==> src/rtl/demux_pkg.sv <==
// Shared types, default sizes and helpers for the 1-to-N stream demultiplexer.
package demux_pkg;

  localparam int unsigned DEF_WIDTH = 8;
  localparam int unsigned DEF_N     = 4;
  localparam int unsigned MAX_N     = 64;

  // One-hot decode of idx into the low n bits; out-of-range idx yields all zeros.
  function automatic logic [MAX_N-1:0] onehot_dec(input int unsigned idx, input int unsigned n);
    logic [MAX_N-1:0] v;
    v = '0;
    for (int unsigned i = 0; i < MAX_N; i++) begin
      v[i] = (i == idx) && (i < n);
    end
    return v;
  endfunction

  // Low bit of lane k in a packed multi-lane bus.
  function automatic int unsigned lane_lo(input int unsigned k, input int unsigned width);
    return k * width;
  endfunction

endpackage

==> src/rtl/demux_onehot_dec.sv <==
// SW -> N one-hot decoder with an out-of-range flag for non-power-of-2 N.
module demux_onehot_dec
  import demux_pkg::*;
#(
  parameter  int unsigned N  = DEF_N,
  localparam int unsigned SW = $clog2(N)
) (
  input  logic [SW-1:0] idx,
  output logic [N-1:0]  onehot,
  output logic          oor
);

  always_comb begin
    onehot = N'(onehot_dec(32'(idx), N));
    oor    = (32'(idx) >= N);
  end

endmodule

==> src/rtl/demux_stream_1n.sv <==
// Registered 1-to-N valid/ready stream demultiplexer with one-entry output stage.
// Build option DEMUX_RR_EN: destination from an internal round-robin pointer instead of sel.
module demux_stream_1n
  import demux_pkg::*;
#(
  parameter  int unsigned WIDTH = DEF_WIDTH,
  parameter  int unsigned N     = DEF_N,
  localparam int unsigned SW    = $clog2(N)
) (
  input  logic               clk,
  input  logic               rst,
  input  logic               in_valid,
  output logic               in_ready,
  input  logic [WIDTH-1:0]   in_data,
  input  logic [SW-1:0]      sel,
  output logic [N-1:0]       out_valid,
  input  logic [N-1:0]       out_ready,
  output logic [N*WIDTH-1:0] out_data,
  output logic               err
);

  logic             full_q, full_d;
  logic [WIDTH-1:0] data_q, data_d;
  logic [SW-1:0]    sel_q, sel_d;
  logic             err_q, err_d;

  logic [SW-1:0]    dest;
  logic [N-1:0]     dest_oh;
  logic             dest_oor;
  logic [N-1:0]     held_oh;
  logic             held_oor;
  logic             accept;
  logic             pop;

`ifdef DEMUX_RR_EN
  logic [SW-1:0] rr_q;
  logic          unused_sel;

  assign dest       = rr_q;
  assign unused_sel = ^sel;

  always_ff @(posedge clk) begin
    if (rst) begin
      rr_q <= '0;
    end else if (accept) begin
      rr_q <= (rr_q == SW'(N - 1)) ? '0 : rr_q + 1'b1;
    end
  end
`else
  assign dest = sel;
`endif

  demux_onehot_dec #(.N(N)) u_dest_dec (
    .idx    (dest),
    .onehot (dest_oh),
    .oor    (dest_oor)
  );

  demux_onehot_dec #(.N(N)) u_held_dec (
    .idx    (sel_q),
    .onehot (held_oh),
    .oor    (held_oor)
  );

  logic unused_dec;
  assign unused_dec = held_oor ^ (^dest_oh);

  assign out_valid = full_q ? held_oh : '0;
  // Only the held channel's ready matters, so masking with out_valid ignores the rest.
  assign pop       = |(out_valid & out_ready);
  assign in_ready  = !full_q || pop;
  assign accept    = in_valid && in_ready;
  assign err       = err_q;

  always_comb begin
    full_d = full_q;
    data_d = data_q;
    sel_d  = sel_q;
    if (accept && !dest_oor) begin
      full_d = 1'b1;
      data_d = in_data;
      sel_d  = dest;
    end else if (pop) begin
      full_d = 1'b0;
    end
  end

  always_comb begin
    err_d = 1'b0;
`ifndef DEMUX_RR_EN
    err_d = accept && dest_oor;
`endif
  end

  always_ff @(posedge clk) begin
    if (rst) begin
      full_q <= 1'b0;
      data_q <= '0;
      sel_q  <= '0;
      err_q  <= 1'b0;
    end else begin
      full_q <= full_d;
      data_q <= data_d;
      sel_q  <= sel_d;
      err_q  <= err_d;
    end
  end

  always_comb begin
    out_data = '0;
    for (int unsigned k = 0; k < N; k++) begin
      if (out_valid[k]) begin
        out_data[lane_lo(k, WIDTH) +: WIDTH] = data_q;
      end
    end
  end

endmodule

==> config.mk <==
export PLATFORM = sky130hd
export DESIGN_NAME = demux_stream_1n
export DESIGN_NICKNAME = d
export VERILOG_FILES = /design/src/rtl/demux_pkg.sv /design/src/rtl/demux_onehot_dec.sv /design/src/rtl/demux_stream_1n.sv
export SDC_FILE = /design/constraint.sdc
export NUM_CORES = 1
export LEC_CHECK = 0
export ABC_AREA = 1
export CORE_MARGIN = 4
export CORE_UTILIZATION = 36
export DETAILED_ROUTE_END_ITERATION = 16
export PLACE_DENSITY = 0.88
export RECOVER_POWER = 25
export SLEW_MARGIN = 10
export SYNTH_ARGS = -nofsm -noshare
export SYNTH_HDL_FRONTEND = slang
export SYNTH_SLANG_ARGS = --single-unit
export TNS_END_PERCENT = 10
==> constraint.sdc <==
create_clock -name clk -period 2.25 [get_ports clk]
set_input_delay 0.675 -clock clk [delete_from_list [all_inputs] [get_ports clk]]
set_output_delay 0.675 -clock clk [all_outputs]
set_load 0.01 [all_outputs]
Word-level counts from Yosys, hierarchy flattened --
Cells that the tools add are included.
Storage, ports and cells: bits in registers 11, output and inout bits 38, logic and storage cells 20
Operators by class: equality and inequality tests 3, muxes and demuxes 7, bitwise logic cells 1, reductions and logical operators 6
Operator list (number):
- 8-bit 2-to-1 mux | 4
- 4-bit AND | 1
- 2-bit == test (first input constant) | 2
- 4-bit 2-to-1 mux | 1
- 4-bit OR reduction | 1
- 1-bit by 2-bit == test with 1-bit output (first input constant) | 1
- 2-bit zero test | 1
- 1-bit 2-to-1 mux | 2
- 2-bit nonzero test | 1
- 1-bit logical AND | 1
- 1-bit zero test | 1
- 1-bit logical OR | 1

Longest topological paths before layout --
Gate-level depths: netlist of the first run.
depth after elaboration 7, depth in mapped cells 9, gate-level depth less buffers 8

Modules after synthesis --
From an unflattened synthesis of the first run, not the netlist that was laid out.
Second synthesis, totals: cell total of the unflattened synthesis 161, area total of the unflattened synthesis 865.8 um2
Modules (own cells, without submodules):
- demux_stream_1n | instances 1, cells each 143, area an instance 790.8 um2
- demux_onehot_dec | instances 2, cells each 9, area an instance 37.5 um2

Worst setup path after synthesis of the first run --
Ideal clock, no wire load.
path kind flip-flop to output port, start register sel_q[1], end output out_data[16], arrival time 1.161 ns, data required time 1.575 ns, slack 0.414 ns, stages on the path, launching flop included 5, path buffers 0, path through dfxtp_1 inv_2 nor3_1 inv_1 nor2_1
Between the ends: word-level cells in the longest chain between the ends 3
RTL lines:
- start, declared | RTL line demux_stream_1n.sv:24 | logic [SW-1:0] sel_q, sel_d;
- start signal, assigned | RTL line demux_stream_1n.sv:104 | sel_q <= sel_d;
- 2-bit == test | RTL line demux_pkg.sv:13 | v[i] = (i == idx) && (i < n);
- 4-bit 2-to-1 mux | RTL line demux_stream_1n.sv:68 | assign out_valid = full_q ? held_oh : '0;
- net out_valid[2] | RTL line demux_stream_1n.sv:16 | output logic [N-1:0] out_valid,
- 8-bit 2-to-1 mux | RTL line demux_stream_1n.sv:112 | if (out_valid[k]) begin
- end, declared | RTL line demux_stream_1n.sv:18 | output logic [N*WIDTH-1:0] out_data,
The timed path passes the listed nets, and every way through them passes these cells.

Final worst setup path of the first run --
start input out_ready[3], end output in_ready
Between the ends: word-level cells in the longest chain between the ends 3
RTL lines:
- start, declared | RTL line demux_stream_1n.sv:17 | input logic [N-1:0] out_ready,
- 4-bit AND | RTL line demux_stream_1n.sv:70 | assign pop = |(out_valid & out_ready);
- 4-bit OR reduction | RTL line demux_stream_1n.sv:70
- 1-bit logical OR | RTL line demux_stream_1n.sv:71 | assign in_ready = !full_q || pop;
- end, declared | RTL line demux_stream_1n.sv:13 | output logic in_ready,
No other way between the ends.

==> results of run 1 <==
area by class of cell:
cell class / count / share of cell area [%]
Timing Repair Buffer: 57 / 41.1
Inverter: 30 / 8.52
Clock buffer: 4 / 1.99
Multi-Input combinational cell: 87 / 28.8
Tap cell: 27 / 2.56
Sequential cell: 11 / 17.0
power groups by stage:
| stage | Clock [W] | Sequential (W) | Combinational (W) |
|---|---|---|---|
| after CTS | 0.000137 | 0.000226 | 0.000165 |
| after floorplan | 0 | 0.000227 | 0.0000952 |
| after global routing | 0.000145 | 0.000229 | 0.000186 |
| final | 0.000134 | 0.000226 | 0.000166 |
| after detailed placement | 0 | 0.000230 | 0.000167 |
| after global placement | 0 | 0.000228 | 0.000161 |
layer usage:
layer | global-route usage (%) | routed length, um | share of wire, % | vias to the layer above
li1 | - | - | - | 506
met1 | 18.7 | 922 | 38 | 423
met2 | 31.6 | 1130 | 47 | 51
met3 | 3.38 | 302 | 13 | 4
met4 | 7.23 | 46 | 1.9 | 0
met5 | 0 | 0 | 0 | -
cell families after synthesis:
| group | count (synthesis) | share of synthesized area [%] |
|---|---|---|
| simple gates | 74 | 41.0 |
| buf+inv | 35 | 20.3 |
| compound gates | 12 | 8.45 |
| flops | 11 | 29.7 |
| other cells | 1 | 0.506 |
flip-flops by register name, summed over array words and instances (netlist names):
signal and cells:
sel_q 2, full_q 1, data_q 8
cell usage in the layout, fill, tap and decap left out, drive strengths merged:
cell	n
nor3	1
dlymetal6s2s	3
clkdlybuf4s50	28
clkdlybuf4s15	1
a21oi	11
dfxtp	11
nand2	14
conb	1
clkbuf	4
inv	29
clkinv	1
nand4	1
nor2	46
nand3	12
buf	4
o21bai	1
dlygate4sd2	21
stage by stage:
stage	instance area (um2)	util, %	std cells
floorplan	741	-	133
global placement	1300	66.1	212
detailed placement	1300	66.1	212
CTS	1310	66.8	216
global route	1320	67.3	216
finish	1320	67.3	216
how the worst max path moves through the flow:
stage / start / end / slack (ps) / cells past startpoint
after CTS: out_ready[3] / in_ready / -110 / 6
after global placement: out_ready[3] / in_ready / -410 / 6
after detailed placement: out_ready[3] / in_ready / -420 / 6
after global routing: sel_q[1]$_SDFFE_PP0P_ / out_data[29] / -160 / 5
after floorplan: sel_q[1]$_SDFFE_PP0P_ / out_data[16] / 410 / 4
final: out_ready[3] / in_ready / -140 / 6
worst register-to-register path: cells and delay by family (launching register included):
kind | cells | cell delay [ps]
and+or+nand+nor | 7 | 570
buffers and inverters | 2 | 380
DFF | 1 | 350
what timing repair did:
action	in CTS	in global routing
buffers inserted	0	0
pin swaps	0	0
resized for setup	31	4
setup endpoints to repair	36	14
==> results.tsv, run 1 <==
metric	value	unit
outcome	complete, but fails checks	
violations	negative setup slack	
period_share	106	%
maxCapViolations	0	
place_ws	-417	ps
rsz0062_at_grt	yes	
crit_required	1570	ps
cp_cell_sequence	clkdlybuf4s50_1 -> inv_1 -> o21bai_1 -> nor2_1 -> nand2_2 -> clkdlybuf4s15_2	
drive_above_1_share	10.1	%
hpwl	1.87	mm
start_util	37.8	%
crit_fanout	4	
grt_pass1_vias	873	
swShare	31.8	%
whs	480	ps
yosys-top-cells-count	nor2_1, inv_1, nand2_1	
cts_root_buffer	clkbuf_4	
syn-cell-area	741	um2
grt_use_total	17.2	%
fmax	419	MHz
async_flop_share	0	%
yosysMostFrequentCell	nor2_1	
p_switching	0.000167	W
syn_area_per_cell	5.57	um2
finalSetupViolations	10	
reg2reg_slack	850	ps
ant_nets	0	
critPathTopFamily	buffers and inverters	
core_area	1960	um2
seqPwrFrac	42.9	%
die-area	2850	um2
syn-num-nets	150	
ys_seq_area_share	29.7	%
antenna_found_initial	0	
critical-path-max-stage-delay	460	ps
grt_pass1_wl	3.73	mm
hold_path_depth	2	
synth_cells	133	
synth-main-ff-cell	dfxtp_1	
yosys_register_bits	11	
routed_via_density	4.56	
min-delay-start	data_q[7]$_SDFFE_PP0P_	
finalWeightedCongestion	0.748	
p_int	0.000359	W
drc	0	
port_buffers	53	
yosysTopAreaCellShare	29.7	%
multi_input_area	380	um2
crit_type	in2out	
clock-sinks	11	
tritoncts	yes	
setup_slack	-138	ps
layout.nets	207	
antenna_cells	0	
synth-edff-count	0	
clk_latency	270	ps
grt_overflow_total	0	
hold_buffers	0	
r2r-end	data_q[2]$_SDFFE_PP0P_	
clk_pin_slew	70	ps
skew	0.957	ps
area_growth	78.4	%
post-route-min-period	2390	ps
power_density	398	nW/um2
seq_area	225	um2
min_to	data_q[7]$_SDFFE_PP0P_	
wl_per_cell	11.1	um
die_x	53.4	um
clockBufferDepth	2	
p_leak	0.742	nW
drt_iter0_drc	6	
r2r_cells	9	
htree_levels	1	
slowest_stage	clkdlybuf4s50_1	
yosysTopAreaCell	dfxtp_1	
pwr-share-comb	31.6	%
finalHoldViolations	0	
cp-start-kind	input pin	
power	0.000526	W
io_pins	55	
routed_wirelength	2.41	mm
hp-class	reg2reg	
setup.worst_path.end_class	output port	
clock_power_share	25.5	%
synth.top_cells.by_area	dfxtp_1, nor2_1, inv_1	
slew_viol_final	0	
cp_num_buf_inv	3	
setup_tns	-544	ps
vdd_drop_max	307	uV
ys_types	18	
yosysWarnings	0	
grt_max_degree	22	
timing.critical_path.arrival	1710	ps
die_y	53.4	um
fillers	188	
firstDrtPassIters	4	
cts_buffers	3	
reg2reg_from	full_q$_SDFFE_PP0P_	
vias	984	
row_count	16	
No activity file was read; power rests on OpenSTA's default activity.
==> run 2, diff against run 1 <==
Settings changed: CTS_BUF_LIST set to sky130_fd_sc_hd__clkbuf_8 sky130_fd_sc_hd__clkbuf_16.
==> run 2 against run 1 <==
Effect of this change: the flow still finishes with violations (negative setup slack); sequential power hardly changed; flip-flop and latch count stayed put; via count stayed put; critical path depth stayed put; worst setup slack better by 59 ps; design area is 1.9% higher; maximum frequency is 2.5% higher; clock power is 39% higher; sequential share of layout area is 0.32 points lower; largest power group unchanged.
==> results.tsv, run 2 (synthesized netlist as in run 1, its figures left out) <==
metric	value	unit	change
die_y	53.4	um	unchanged
tritoncts	yes		
r2r-end	sel_q[0]$_SDFFE_PP0P_		
ant_nets	0		unchanged
firstDrtPassIters	4		unchanged
post-route-min-period	2330	ps	-59.2 ps
setup_tns	-116	ps	+428 ps
p_leak	0.795	nW	+7.3%
r2r_cells	9		unchanged
clk_pin_slew	50	ps	-20 ps
die-area	2850	um2	unchanged
hp-class	reg2reg		
clockBufferDepth	2		unchanged
port_buffers	53		unchanged
htree_levels	1		unchanged
period_share	103	%	-2.6 points
setup_slack	-78.7	ps	+59.2 ps
die_x	53.4	um	unchanged
row_count	16		unchanged
violations	negative setup slack		
clock-sinks	11		unchanged
antenna_cells	0		unchanged
top_register	data_q		
fillers	180		-4.3%
hpwl	1.87	mm	unchanged
cts_root_buffer	clkbuf_8		
drt_iter0_drc	11		+5
cp-start-kind	input pin		
outcome	complete, but fails checks		
reg2reg_slack	630	ps	-220 ps
layout.nets	207		unchanged
reg2reg_from	full_q$_SDFFE_PP0P_		
grt_overflow_total	0		unchanged
min-delay-start	data_q[7]$_SDFFE_PP0P_		
path_depth	6		unchanged
grt_pass1_vias	907		+3.9%
final_common_cell	nor2_1		
largest_reg_flops	8		unchanged
fmax	429	MHz	+2.5%
routed_wirelength	2.44	mm	+1.6%
grt_max_degree	22		unchanged
dp.cells	212		unchanged
io_pins	55		unchanged
timing.critical_path.arrival	1650	ps	-60 ps
hold_buffers	0		unchanged
crit_required	1570	ps	about the same
instances_no_fill	216		unchanged
finalSetupViolations	4		-6
rsz0062_at_grt	yes		
cp_cell_sequence	clkdlybuf4s50_1 -> inv_1 -> o21bai_1 -> nor2_1 -> nand2_1 -> buf_6		
power_density	430	nW/um2	+8.0%
slowest_stage	clkdlybuf4s50_1		
skew	2.46	ps	+1.50 ps
hold_path_depth	2		unchanged
finalHoldViolations	0		unchanged
routed_via_density	4.56		unchanged
slew_viol_final	0		unchanged
area_growth	81.8	%	
maxCapViolations	0		unchanged
crit_fanout	4		unchanged
setup.worst_path.end_class	output port		
grt_pass1_wl	3.89	mm	+4.3%
crit_type	in2out		
mostFrequentLayoutCells	nor2_1, clkdlybuf4s50_1, inv_1, dlygate4sd2_1, nand2_1		
vdd_drop_max	391	uV	+27%
cts_buffers	3		unchanged
core_area	1960	um2	unchanged
cp_num_buf_inv	3		unchanged
reg.largest.list	data_q (8), sel_q (2), full_q (1)		
finalWeightedCongestion	0.748		unchanged
antenna_found_initial	0		unchanged
critPathTopFamily	buffers and inverters		
critical-path-max-stage-delay	460	ps	about the same
grt_use_total	18.3	%	+1.1 points
drc	0		unchanged
drive_above_1_share	9.52	%	-0.53 points
vias	984		unchanged
start_util	37.8	%	unchanged
wl_per_cell	11.3	um	+1.6%
min_to	data_q[7]$_SDFFE_PP0P_		
clk_latency	230	ps	-40 ps
==> run 2: power breakdown <==
group	leakage [nW]	internal, W	switching (W)	total (W)
Combinational	0.676	0.0000771	0.0000895	0.000167
Clock	0.0269	0.000119	0.0000665	0.000186
Sequential	0.0923	0.000213	0.0000135	0.000227
==> run 2: final cells by class <==
type | count | area (um2) | area share [%]
repair buffers | 57 | 552 | 41.0
inverters | 30 | 113 | 8.36
clock buffers | 3 | 41.3 | 3.07
well taps | 27 | 33.8 | 2.51
clock inverters | 1 | 3.75 | 0.279
flip-flops and latches | 11 | 225 | 16.7
multi-input cells | 87 | 378 | 28.1
==> run 2: repair_timing <==
action | in CTS | in global routing
pin swaps | 0 | 1
buffers inserted | 0 | 0
setup endpoints to repair | 34 | 17
gates resized for setup | 30 | 7
==> run 2: worst max path at each step <==
stage	from	end
floorplan	sel_q[1]$_SDFFE_PP0P_	out_data[16]
global placement	out_ready[3]	in_ready
detailed placement	out_ready[3]	in_ready
CTS	out_ready[3]	in_ready
global route	sel_q[1]$_SDFFE_PP0P_	out_data[25]
finish	out_ready[3]	in_ready
==> run 2: stage by stage <==
stage	hold WS, ps	util (%)	setup slack, ps	total power, W	instance area [um2]
after floorplan	452	-	414	0.000322	741
after global placement	462	66.1	-411	0.000390	1300
after detailed placement	470	66.1	-417	0.000396	1300
after CTS	481	68.0	-7.05	0.000586	1330
after global routing	537	68.6	-141	0.000615	1350
final	476	68.6	-78.7	0.000579	1350
==> run 2: metal layers <==
layer / share of wire, % / vias up / global-route usage (%)
met5: 0 / - / 0
met4: 1.4 / 0 / 8.94
met3: 11 / 4 / 4.79
met2: 48 / 44 / 34.1
met1: 39 / 430 / 18.4
li1: - / 506 / -
==> run 2: worst reg2reg max path, delay by kind of cell (launching register included) <==
family,cells,cell delay [ps]
flops,1,340
buf+inv,2,510
simple gates,7,670
